===== config.mk =====
export PLATFORM = sky130hd
export DESIGN_NAME = lenet_stream_loader
export DESIGN_NICKNAME = d
export VERILOG_FILES = /design/src/rtl/lenet_pkg.sv /design/src/rtl/loader_lane_packer.sv /design/src/rtl/lenet_stream_loader.sv
export SDC_FILE = /design/constraint.sdc
export NUM_CORES = 1
export LEC_CHECK = 0
export CAP_MARGIN = 20
export CORE_ASPECT_RATIO = 1.5
export CORE_MARGIN = 2
export CORE_UTILIZATION = 50
export DETAILED_ROUTE_END_ITERATION = 8
export GPL_ROUTABILITY_DRIVEN = 0
export PLACE_DENSITY = 0.76
export SKIP_CTS_REPAIR_TIMING = 1
export SLEW_MARGIN = 20
export SYNTH_ARGS = -nofsm -noshare
export SYNTH_HDL_FRONTEND = slang
export SYNTH_SLANG_ARGS = --single-unit

===== constraint.sdc =====
create_clock -name clk_i -period 40.2 [get_ports clk_i]
set_clock_uncertainty 0.1 [all_clocks]
set_input_delay 8.04 -clock clk_i [delete_from_list [all_inputs] [get_ports clk_i]]
set_output_delay 8.04 -clock clk_i [all_outputs]
set_load 0.05 [all_outputs]

===== src/rtl/lenet_pkg.sv =====
// ---------------------------------------------------------------------------
// lenet_pkg
// Shared definitions for the LeNet stream loader:
//   K_CHANNELS     : number of 32-bit lanes in one packed buffer write
//   loader_tgt_e   : destination buffer selector carried by a load command
//   loader_state_e : loader control FSM state encoding
// ---------------------------------------------------------------------------
package lenet_pkg;

    localparam int K_CHANNELS = 6;

    typedef enum logic [1:0] {
        TGT_GB  = 2'd0,   // global buffer, one word per write
        TGT_WB  = 2'd1,   // weight buffer, K_CHANNELS words per write
        TGT_BB  = 2'd2,   // bias buffer,   K_CHANNELS words per write
        TGT_ILL = 2'd3    // reserved, command is rejected
    } loader_tgt_e;

    typedef enum logic [1:0] {
        ST_IDLE   = 2'd0,
        ST_STREAM = 2'd1,
        ST_FLUSH  = 2'd2,
        ST_DONE   = 2'd3
    } loader_state_e;

endpackage


===== src/rtl/loader_lane_packer.sv =====
// ---------------------------------------------------------------------------
// loader_lane_packer
// Collects consecutive 32-bit words into a K_CH-lane buffer and requests a
// packed write when the last lane fills or when a flush is requested.
// The request and its data are combinational; the parent registers them.
//
// Ports
//   clk_i, rst_async_i : clock, asynchronous active-high reset
//   clear_i            : new command, empty the buffer and restart at lane 0
//   word_valid_i       : word_i is accepted this cycle
//   word_i             : accepted 32-bit word
//   flush_i            : emit the partially filled buffer (unfilled lanes 0)
//   wr_req_o           : a packed write must be issued this cycle
//   wr_data_o          : packed write data, lane k in bits [32k+31:32k]
// ---------------------------------------------------------------------------
module loader_lane_packer
    import lenet_pkg::*;
#(
    parameter int K_CH = K_CHANNELS
) (
    input  logic                 clk_i,
    input  logic                 rst_async_i,
    input  logic                 clear_i,
    input  logic                 word_valid_i,
    input  logic [31:0]          word_i,
    input  logic                 flush_i,
    output logic                 wr_req_o,
    output logic [K_CH*32-1:0]   wr_data_o
);

    localparam int LANE_W = (K_CH > 1) ? $clog2(K_CH) : 1;

    logic [LANE_W-1:0]         lane_q, lane_d;
    logic [K_CH-1:0][31:0]     buf_q, buf_d;
    logic [K_CH-1:0][31:0]     merged;

    // NOTE: every signal assigned in always_comb gets a default at the top;
    // a path that leaves one unassigned would infer a latch.
    always_comb begin
        merged   = buf_q;
        if (word_valid_i) begin
            merged[lane_q] = word_i;
        end
        buf_d    = merged;
        lane_d   = lane_q;
        wr_req_o = 1'b0;

        if (clear_i) begin
            buf_d  = '0;
            lane_d = '0;
        end else if (flush_i) begin
            wr_req_o = 1'b1;
            buf_d    = '0;
            lane_d   = '0;
        end else if (word_valid_i) begin
            if (lane_q == LANE_W'(K_CH - 1)) begin
                // Last lane filled: write the merged group and start over.
                wr_req_o = 1'b1;
                buf_d    = '0;
                lane_d   = '0;
            end else begin
                lane_d = lane_q + 1'b1;
            end
        end
    end

    assign wr_data_o = merged;

    // NOTE: the lane buffer is reset as well: a flush after reset must
    // never expose stale words in the unfilled lanes. Sequential state is
    // updated with non-blocking assignments only.
    always_ff @(posedge clk_i or posedge rst_async_i) begin
        if (rst_async_i) begin
            lane_q <= '0;
            buf_q  <= '0;
        end else begin
            lane_q <= lane_d;
            buf_q  <= buf_d;
        end
    end

endmodule


===== src/rtl/lenet_stream_loader.sv =====
// ---------------------------------------------------------------------------
// lenet_stream_loader
// Accepts a load command (target, base address, word count), then streams
// that many 32-bit words into the selected accelerator buffer. Global-buffer
// words are written one per address; weight/bias words are packed K_CH per
// address, with a final flush write for a partial group.
//
// Ports
//   clk_i, rst_async_i        : clock, asynchronous active-high reset
//   cmd_valid_i/cmd_ready_o   : command handshake
//   cmd_target_i/base/len     : command fields
//   s_valid_i/s_ready_o/s_data_i : word stream handshake
//   accel_busy_i              : accelerator running, stalls all acceptance
//   loader_target_sel_o       : target of the current/last command
//   loader_wr_en_o/addr/data  : one-cycle buffer write
//   busy_o/done_o/err_o       : command active / completion / rejection
//   checksum_o                : modular sum of the command's words
//
// Build option: define LOADER_CHECKSUM_EN to enable the checksum; otherwise
// checksum_o is tied to zero.
// ---------------------------------------------------------------------------
module lenet_stream_loader
    import lenet_pkg::*;
#(
    parameter int K_CH  = K_CHANNELS,
    parameter int LEN_W = 16
) (
    input  logic                 clk_i,
    input  logic                 rst_async_i,
    input  logic                 cmd_valid_i,
    output logic                 cmd_ready_o,
    input  logic [1:0]           cmd_target_i,
    input  logic [31:0]          cmd_base_addr_i,
    input  logic [LEN_W-1:0]     cmd_len_i,
    input  logic                 s_valid_i,
    output logic                 s_ready_o,
    input  logic [31:0]          s_data_i,
    input  logic                 accel_busy_i,
    output logic [1:0]           loader_target_sel_o,
    output logic                 loader_wr_en_o,
    output logic [31:0]          loader_wr_addr_o,
    output logic [K_CH*32-1:0]   loader_wr_data_o,
    output logic                 busy_o,
    output logic                 done_o,
    output logic                 err_o,
    output logic [31:0]          checksum_o
);

    loader_state_e        state_q, state_d;
    loader_tgt_e          tgt_q, tgt_d;
    logic [31:0]          base_q, base_d;
    logic [LEN_W-1:0]     len_q, len_d;
    logic [LEN_W-1:0]     cnt_q, cnt_d;     // words accepted so far
    logic [31:0]          grp_q, grp_d;     // packed groups written so far
    logic                 wr_en_q, wr_en_d;
    logic [31:0]          wr_addr_q, wr_addr_d;
    logic [K_CH*32-1:0]   wr_data_q, wr_data_d;
    logic                 busy_q, busy_d;
    logic                 done_q, done_d;
    logic                 err_q, err_d;

    logic                 cmd_fire, s_fire, cmd_illegal, is_last, packed_tgt;
    logic                 pk_clear, pk_valid, pk_flush, pk_wr_req;
    logic [K_CH*32-1:0]   pk_data;

    // Handshake readies decode the state register directly so a stall on
    // accel_busy_i blocks acceptance in the very cycle it is raised.
    assign cmd_ready_o = (state_q == ST_IDLE) && !accel_busy_i && !rst_async_i;
    assign s_ready_o   = (state_q == ST_STREAM) && !accel_busy_i;

    assign cmd_fire    = cmd_valid_i && cmd_ready_o;
    assign s_fire      = s_valid_i && s_ready_o;
    assign cmd_illegal = (cmd_len_i == '0) || (cmd_target_i == TGT_ILL);
    assign is_last     = (cnt_q == len_q - LEN_W'(1));
    assign packed_tgt  = (tgt_q != TGT_GB);

    loader_lane_packer #(
        .K_CH (K_CH)
    ) u_packer (
        .clk_i        (clk_i),
        .rst_async_i  (rst_async_i),
        .clear_i      (pk_clear),
        .word_valid_i (pk_valid),
        .word_i       (s_data_i),
        .flush_i      (pk_flush),
        .wr_req_o     (pk_wr_req),
        .wr_data_o    (pk_data)
    );

    always_comb begin
        state_d   = state_q;
        tgt_d     = tgt_q;
        base_d    = base_q;
        len_d     = len_q;
        cnt_d     = cnt_q;
        grp_d     = grp_q;
        wr_en_d   = 1'b0;
        wr_addr_d = wr_addr_q;
        wr_data_d = wr_data_q;
        err_d     = 1'b0;
        pk_clear  = 1'b0;
        pk_valid  = 1'b0;
        pk_flush  = 1'b0;

        unique case (state_q)
            ST_IDLE: begin
                if (cmd_fire) begin
                    tgt_d    = loader_tgt_e'(cmd_target_i);
                    base_d   = cmd_base_addr_i;
                    len_d    = cmd_len_i;
                    cnt_d    = '0;
                    grp_d    = '0;
                    pk_clear = 1'b1;
                    if (cmd_illegal) begin
                        err_d = 1'b1;
                    end else begin
                        state_d = ST_STREAM;
                    end
                end
            end

            ST_STREAM: begin
                if (s_fire) begin
                    cnt_d = cnt_q + LEN_W'(1);
                    if (!packed_tgt) begin
                        wr_en_d         = 1'b1;
                        wr_addr_d       = base_q + 32'(cnt_q);
                        wr_data_d       = '0;
                        wr_data_d[31:0] = s_data_i;
                    end else begin
                        pk_valid = 1'b1;
                        if (pk_wr_req) begin
                            wr_en_d   = 1'b1;
                            wr_addr_d = base_q + grp_q;
                            wr_data_d = pk_data;
                            grp_d     = grp_q + 32'd1;
                        end
                    end
                    if (is_last) begin
                        // A packed command whose last word did not complete
                        // a group still owes one write.
                        state_d = (packed_tgt && !pk_wr_req) ? ST_FLUSH : ST_DONE;
                    end
                end
            end

            ST_FLUSH: begin
                pk_flush  = 1'b1;
                wr_en_d   = 1'b1;
                wr_addr_d = base_q + grp_q;
                wr_data_d = pk_data;
                state_d   = ST_DONE;
            end

            ST_DONE: begin
                state_d = ST_IDLE;
            end

            default: begin
                state_d = ST_IDLE;
            end
        endcase
    end

    // Status outputs follow the next state so they line up with it.
    assign busy_d = (state_d != ST_IDLE);
    assign done_d = (state_d == ST_DONE);

    always_ff @(posedge clk_i or posedge rst_async_i) begin
        if (rst_async_i) begin
            state_q   <= ST_IDLE;
            tgt_q     <= TGT_GB;
            base_q    <= '0;
            len_q     <= '0;
            cnt_q     <= '0;
            grp_q     <= '0;
            wr_en_q   <= 1'b0;
            wr_addr_q <= '0;
            wr_data_q <= '0;
            busy_q    <= 1'b0;
            done_q    <= 1'b0;
            err_q     <= 1'b0;
        end else begin
            state_q   <= state_d;
            tgt_q     <= tgt_d;
            base_q    <= base_d;
            len_q     <= len_d;
            cnt_q     <= cnt_d;
            grp_q     <= grp_d;
            wr_en_q   <= wr_en_d;
            wr_addr_q <= wr_addr_d;
            wr_data_q <= wr_data_d;
            busy_q    <= busy_d;
            done_q    <= done_d;
            err_q     <= err_d;
        end
    end

`ifdef LOADER_CHECKSUM_EN
    logic [31:0] sum_q;

    // Cleared by every accepted command, held once the command completes.
    always_ff @(posedge clk_i or posedge rst_async_i) begin
        if (rst_async_i) begin
            sum_q <= '0;
        end else if (cmd_fire) begin
            sum_q <= '0;
        end else if (s_fire) begin
            sum_q <= sum_q + s_data_i;
        end
    end

    assign checksum_o = sum_q;
`else
    assign checksum_o = '0;
`endif

    assign loader_target_sel_o = tgt_q;
    assign loader_wr_en_o      = wr_en_q;
    assign loader_wr_addr_o    = wr_addr_q;
    assign loader_wr_data_o    = wr_data_q;
    assign busy_o              = busy_q;
    assign done_o              = done_q;
    assign err_o               = err_q;

endmodule


==> impl_metrics.py <==
metrics = {
    "global_route": {
        "overflow": 0,
        "use_met1_pct": 32.0,
        "grt_use_met2_pct": 43.8,
        "grt_start_max_net_pins": 161,
        "antenna_violations_before_repair": 1,
        "first_global_vias": 19800,
        "gr_util_met3_pct": 5.85,
        "grt_first_pass_wirelength_mm": 107,
        "grt_usage_pct": 26.1,
        "grt-busiest-layer": "met2",
    },
    "setup_path": {
        "slowest_stage_cell_crit_path": "clkdlybuf4s50_1",
        "worst_r2r_endpoint": "loader_wr_data_o[30]",
        "timing.setup.critical_path_class": "in -> out",
        "timing.critical_path.slowest_cell_delay_ns": 0.81,
        "startpoint_of_the_most_critical_register_to_register_path": "state_q[0]",
        "endpoint_kind": "primary output",
        "cp_top_family": "buffers and inverters",
        "crit_path_cell_trace": "clkdlybuf4s50_1 > nand2b_1 > nor2_1 > clkdlybuf4s50_1",
        "timing.reg2reg.worst_path_depth": 11,
        "timing.critical_path.mode_cell": "clkdlybuf4s50_1",
        "worstSetupStartpointType": "input pin",
        "critPathBufInv": 2,
        "reg2reg_setup_slack_ns": 35.34,
        "critPathRequiredTime_ns": 32.06,
        "worst-endpoint-arrival_ns": 9.78,
        "worstPathMaxFanout": 5,
    },
    "floorplanning": {
        "ios": 351,
        "dieHeight_um": 277,
        "die_w_um": 186,
        "placementRows": 99,
        "core_area_um2": 48800,
        "floorplan.initialDensity_pct": 50.7,
        "floorplan_die_area_um2": 51400,
    },
    "place": {
        "dp.cells": 3356,
        "hpwl_mm": 46.3,
        "portBuffers": 318,
        "placedInstanceArea_um2": 28300,
    },
    "cells_and_area": {
        "layout-area-overhead-vs-synth_pct": 20.5,
        "finalNonFillerCells": 3436,
        "stdcell_area_um2": 29800,
        "nNetsFinal": 2893,
        "layout-drive-gt1-share_pct": 4.39,
    },
    "synthesis": {
        "syn_area_per_cell_um2": 9.87,
        "netlist_area_pre_place_um2": 24800,
        "asyncSetResetFlopFracSynth_pct": 100,
        "synthesis_stage_register_bit_count": 523,
        "postSynth.topFlopCell": "dfrtp_1",
        "synth_cell_type_count": 69,
        "synth_cells": 2510,
        "synth-seq-area-share_pct": 52.8,
        "ys.warnings.count": 0,
        "number_of_enable_type_register_cells_in_the_synthesized_netlist": 0,
    },
    "routing": {
        "detail-route-antenna-nets": 0,
        "drc": 0,
        "detail_route.wirelength_mm": 67.5,
        "route.vias.total": 19500,
        "routed_via_density": 5.68,
        "detailed_route_iter0_violations": 1394,
        "routedWlPerCell_um": 19.6,
        "dr.pass1.iters": 6,
    },
    "timing": {
        "timing_max_transition_violations_final": 0,
        "post-route-min-period_ns": 17.92,
        "finalHoldViolCount": 0,
        "setup_violations": 0,
        "timing.max_slew.rel_slack_pct": 31.2,
        "worst_hold_slack_across_all_endpoints_ns": 0.374,
        "worst_pin_slew_ns": 1.03,
        "fmax_mhz": 55.8,
        "rsz_0062_raised_after_global_routing": "false",
        "finalCritPeriodShare_pct": 44.6,
        "tns_ns": 0,
    },
    "hold_path": {
        "class_of_the_tightest_hold_or_removal_check": "reg -> reg",
        "hp-start": "loader_wr_data_o[106]",
        "hold-path-cell-count": 2,
        "worst_hold_path.endpoint": "loader_wr_data_o[106]",
    },
    "power_and_ir_drop": {
        "max-vdd-ir-drop_mv": 0.0402,
        "leakage_dissipation_nw": 13.5,
        "power-per-cell-area_nw_per_um2": 36.8,
        "report.power.total_mw": 1.10,
    },
    "status": {
        "status": "completed",
    },
    "clock_tree": {
        "clockBufferDepth": 3,
        "clkLatencyLatePin_ns": 0.58,
        "cts_root_buffer": "clkbuf_16",
        "cts_buf_count": 49,
        "cts_num_sinks": 523,
        "cts_tree": "built",
        "clock_slew_at_the_register_clock_pins_of_the_worst_setup_and_hold_paths_ns": 0.06,
        "depth_of_the_cts_h_tree": 2,
    },
    "job": {
        "max-cap-violations": 0,
    },
}
## flip-flops by register name, summed over array words and instances, names as in the netlist, 2 cells and up
signal	cells
base_q	32
cnt_q	16
grp_q	32
len_q	16
loader_target_sel_o	2
loader_wr_addr_o	32
loader_wr_data_o	192
state_q	2
u_packer.buf_q	192
u_packer.lane_q	3
## layout by cell type (no fill, tap or decap), types with 32 or more instances in the layout
cell / n
nand3_1: 39
o31ai_1: 167
a21oi_1: 115
clkbuf_16: 49
dfrtp_1: 523
o21ai_0: 104
and2_1: 37
clkdlybuf4s50_1: 318
mux2i_1: 196
nor2_1: 232
nand2_1: 481
xor2_1: 41
ha_1: 53
conb_1: 32
xnor2_1: 55
## worst register-to-register path: stages, from the launching register on
cell	delay (ns)
dfrtp_1	0.42
inv_1	0.10
ha_1	0.38
nand2b_1	0.20
or2_2	0.31
buf_4	0.29
a21oi_1	0.23
nor2_1	0.10
a21oi_4	0.61
buf_4	0.71
buf_4	0.86
o21ai_0	0.39
## per-layer routing
layer | wire length (um) | vias up
met5 | 0 | -
li1 | - | 9052
met3 | 4840 | 180
met1 | 26100 | 9625
met2 | 33200 | 652
met4 | 3310 | 0
## worst max-delay path by stage
stage	start	endpoint	slack, ns	cells past startpoint
finish	accel_busy_i	cmd_ready_o	22.28	4
global route	accel_busy_i	cmd_ready_o	22.23	4
CTS	accel_busy_i	cmd_ready_o	22.30	4
detailed placement	accel_busy_i	cmd_ready_o	22.32	4
global placement	accel_busy_i	cmd_ready_o	22.34	4
floorplan	rst_async_i	base_q[0]	17.45	1
## area by class of cell
type                            instances  area [um^2]
Antenna cell                            1         2.50
Clock buffer                           74         1410
Clock inverter                          5         80.1
Fill cell                            4017        19000
Inverter                               33          131
Multi-Input combinational cell       1801        10900
Sequential cell                       523        13100
Tap cell                              656          821
Timing Repair Buffer                  343         3390
## where the power goes
group | internal [mW] | total (mW) | leakage [nW] | switching, mW
combinational | 0.0334 | 0.109 | 5.58 | 0.0754
sequential | 0.536 | 0.547 | 7.15 | 0.0107
clock | 0.247 | 0.444 | 0.729 | 0.197
total | 0.817 | 1.10 | 13.5 | 0.283
## cells in the mapped netlist, drive strengths merged, types with 14 or more instances
master    n  area, um^2
dfrtp   523       13100
a21o     17         128
clkbuf  124         465
o31ai   167        1250
xor2     41         359
nand3    39         195
nor2    238         893
and2     38         238
and3     14        87.6
o21ai   111         556
mux2i   197        1980
buf      60         369
or3      21         136
a21oi   116         581
inv      33         124
nor3     29         155
ha       53         663
nand2   482        1810
xnor2    55         482
## kinds of logic (layout without fill, tap and decap cells)
family | count (synthesis) | in the layout | synth area share, %
other | 1 | 33 | 0.0151
adder cells (fa/ha/maj) | 55 | 55 | 2.84
AND/OR/NAND/NOR | 932 | 932 | 16.2
flip-flops | 523 | 523 | 52.8
multiplexers | 198 | 198 | 8.02
AO/OA/AOI/OAI | 488 | 488 | 12.8
buffers and inverters | 217 | 455 | 3.87
XOR/XNOR | 96 | 96 | 3.40
## through the flow
stage / setup WS (ns) / util [%]
2_1_floorplan: 17.45 / -
3_3_place_gp: 22.34 / 58.1
3_5_place_dp: 22.32 / 58.1
4_1_cts: 22.30 / 61.1
5_1_grt: 22.23 / 61.2
6_report: 22.28 / 61.2
No activity file was read; power rests on OpenSTA's default activity.
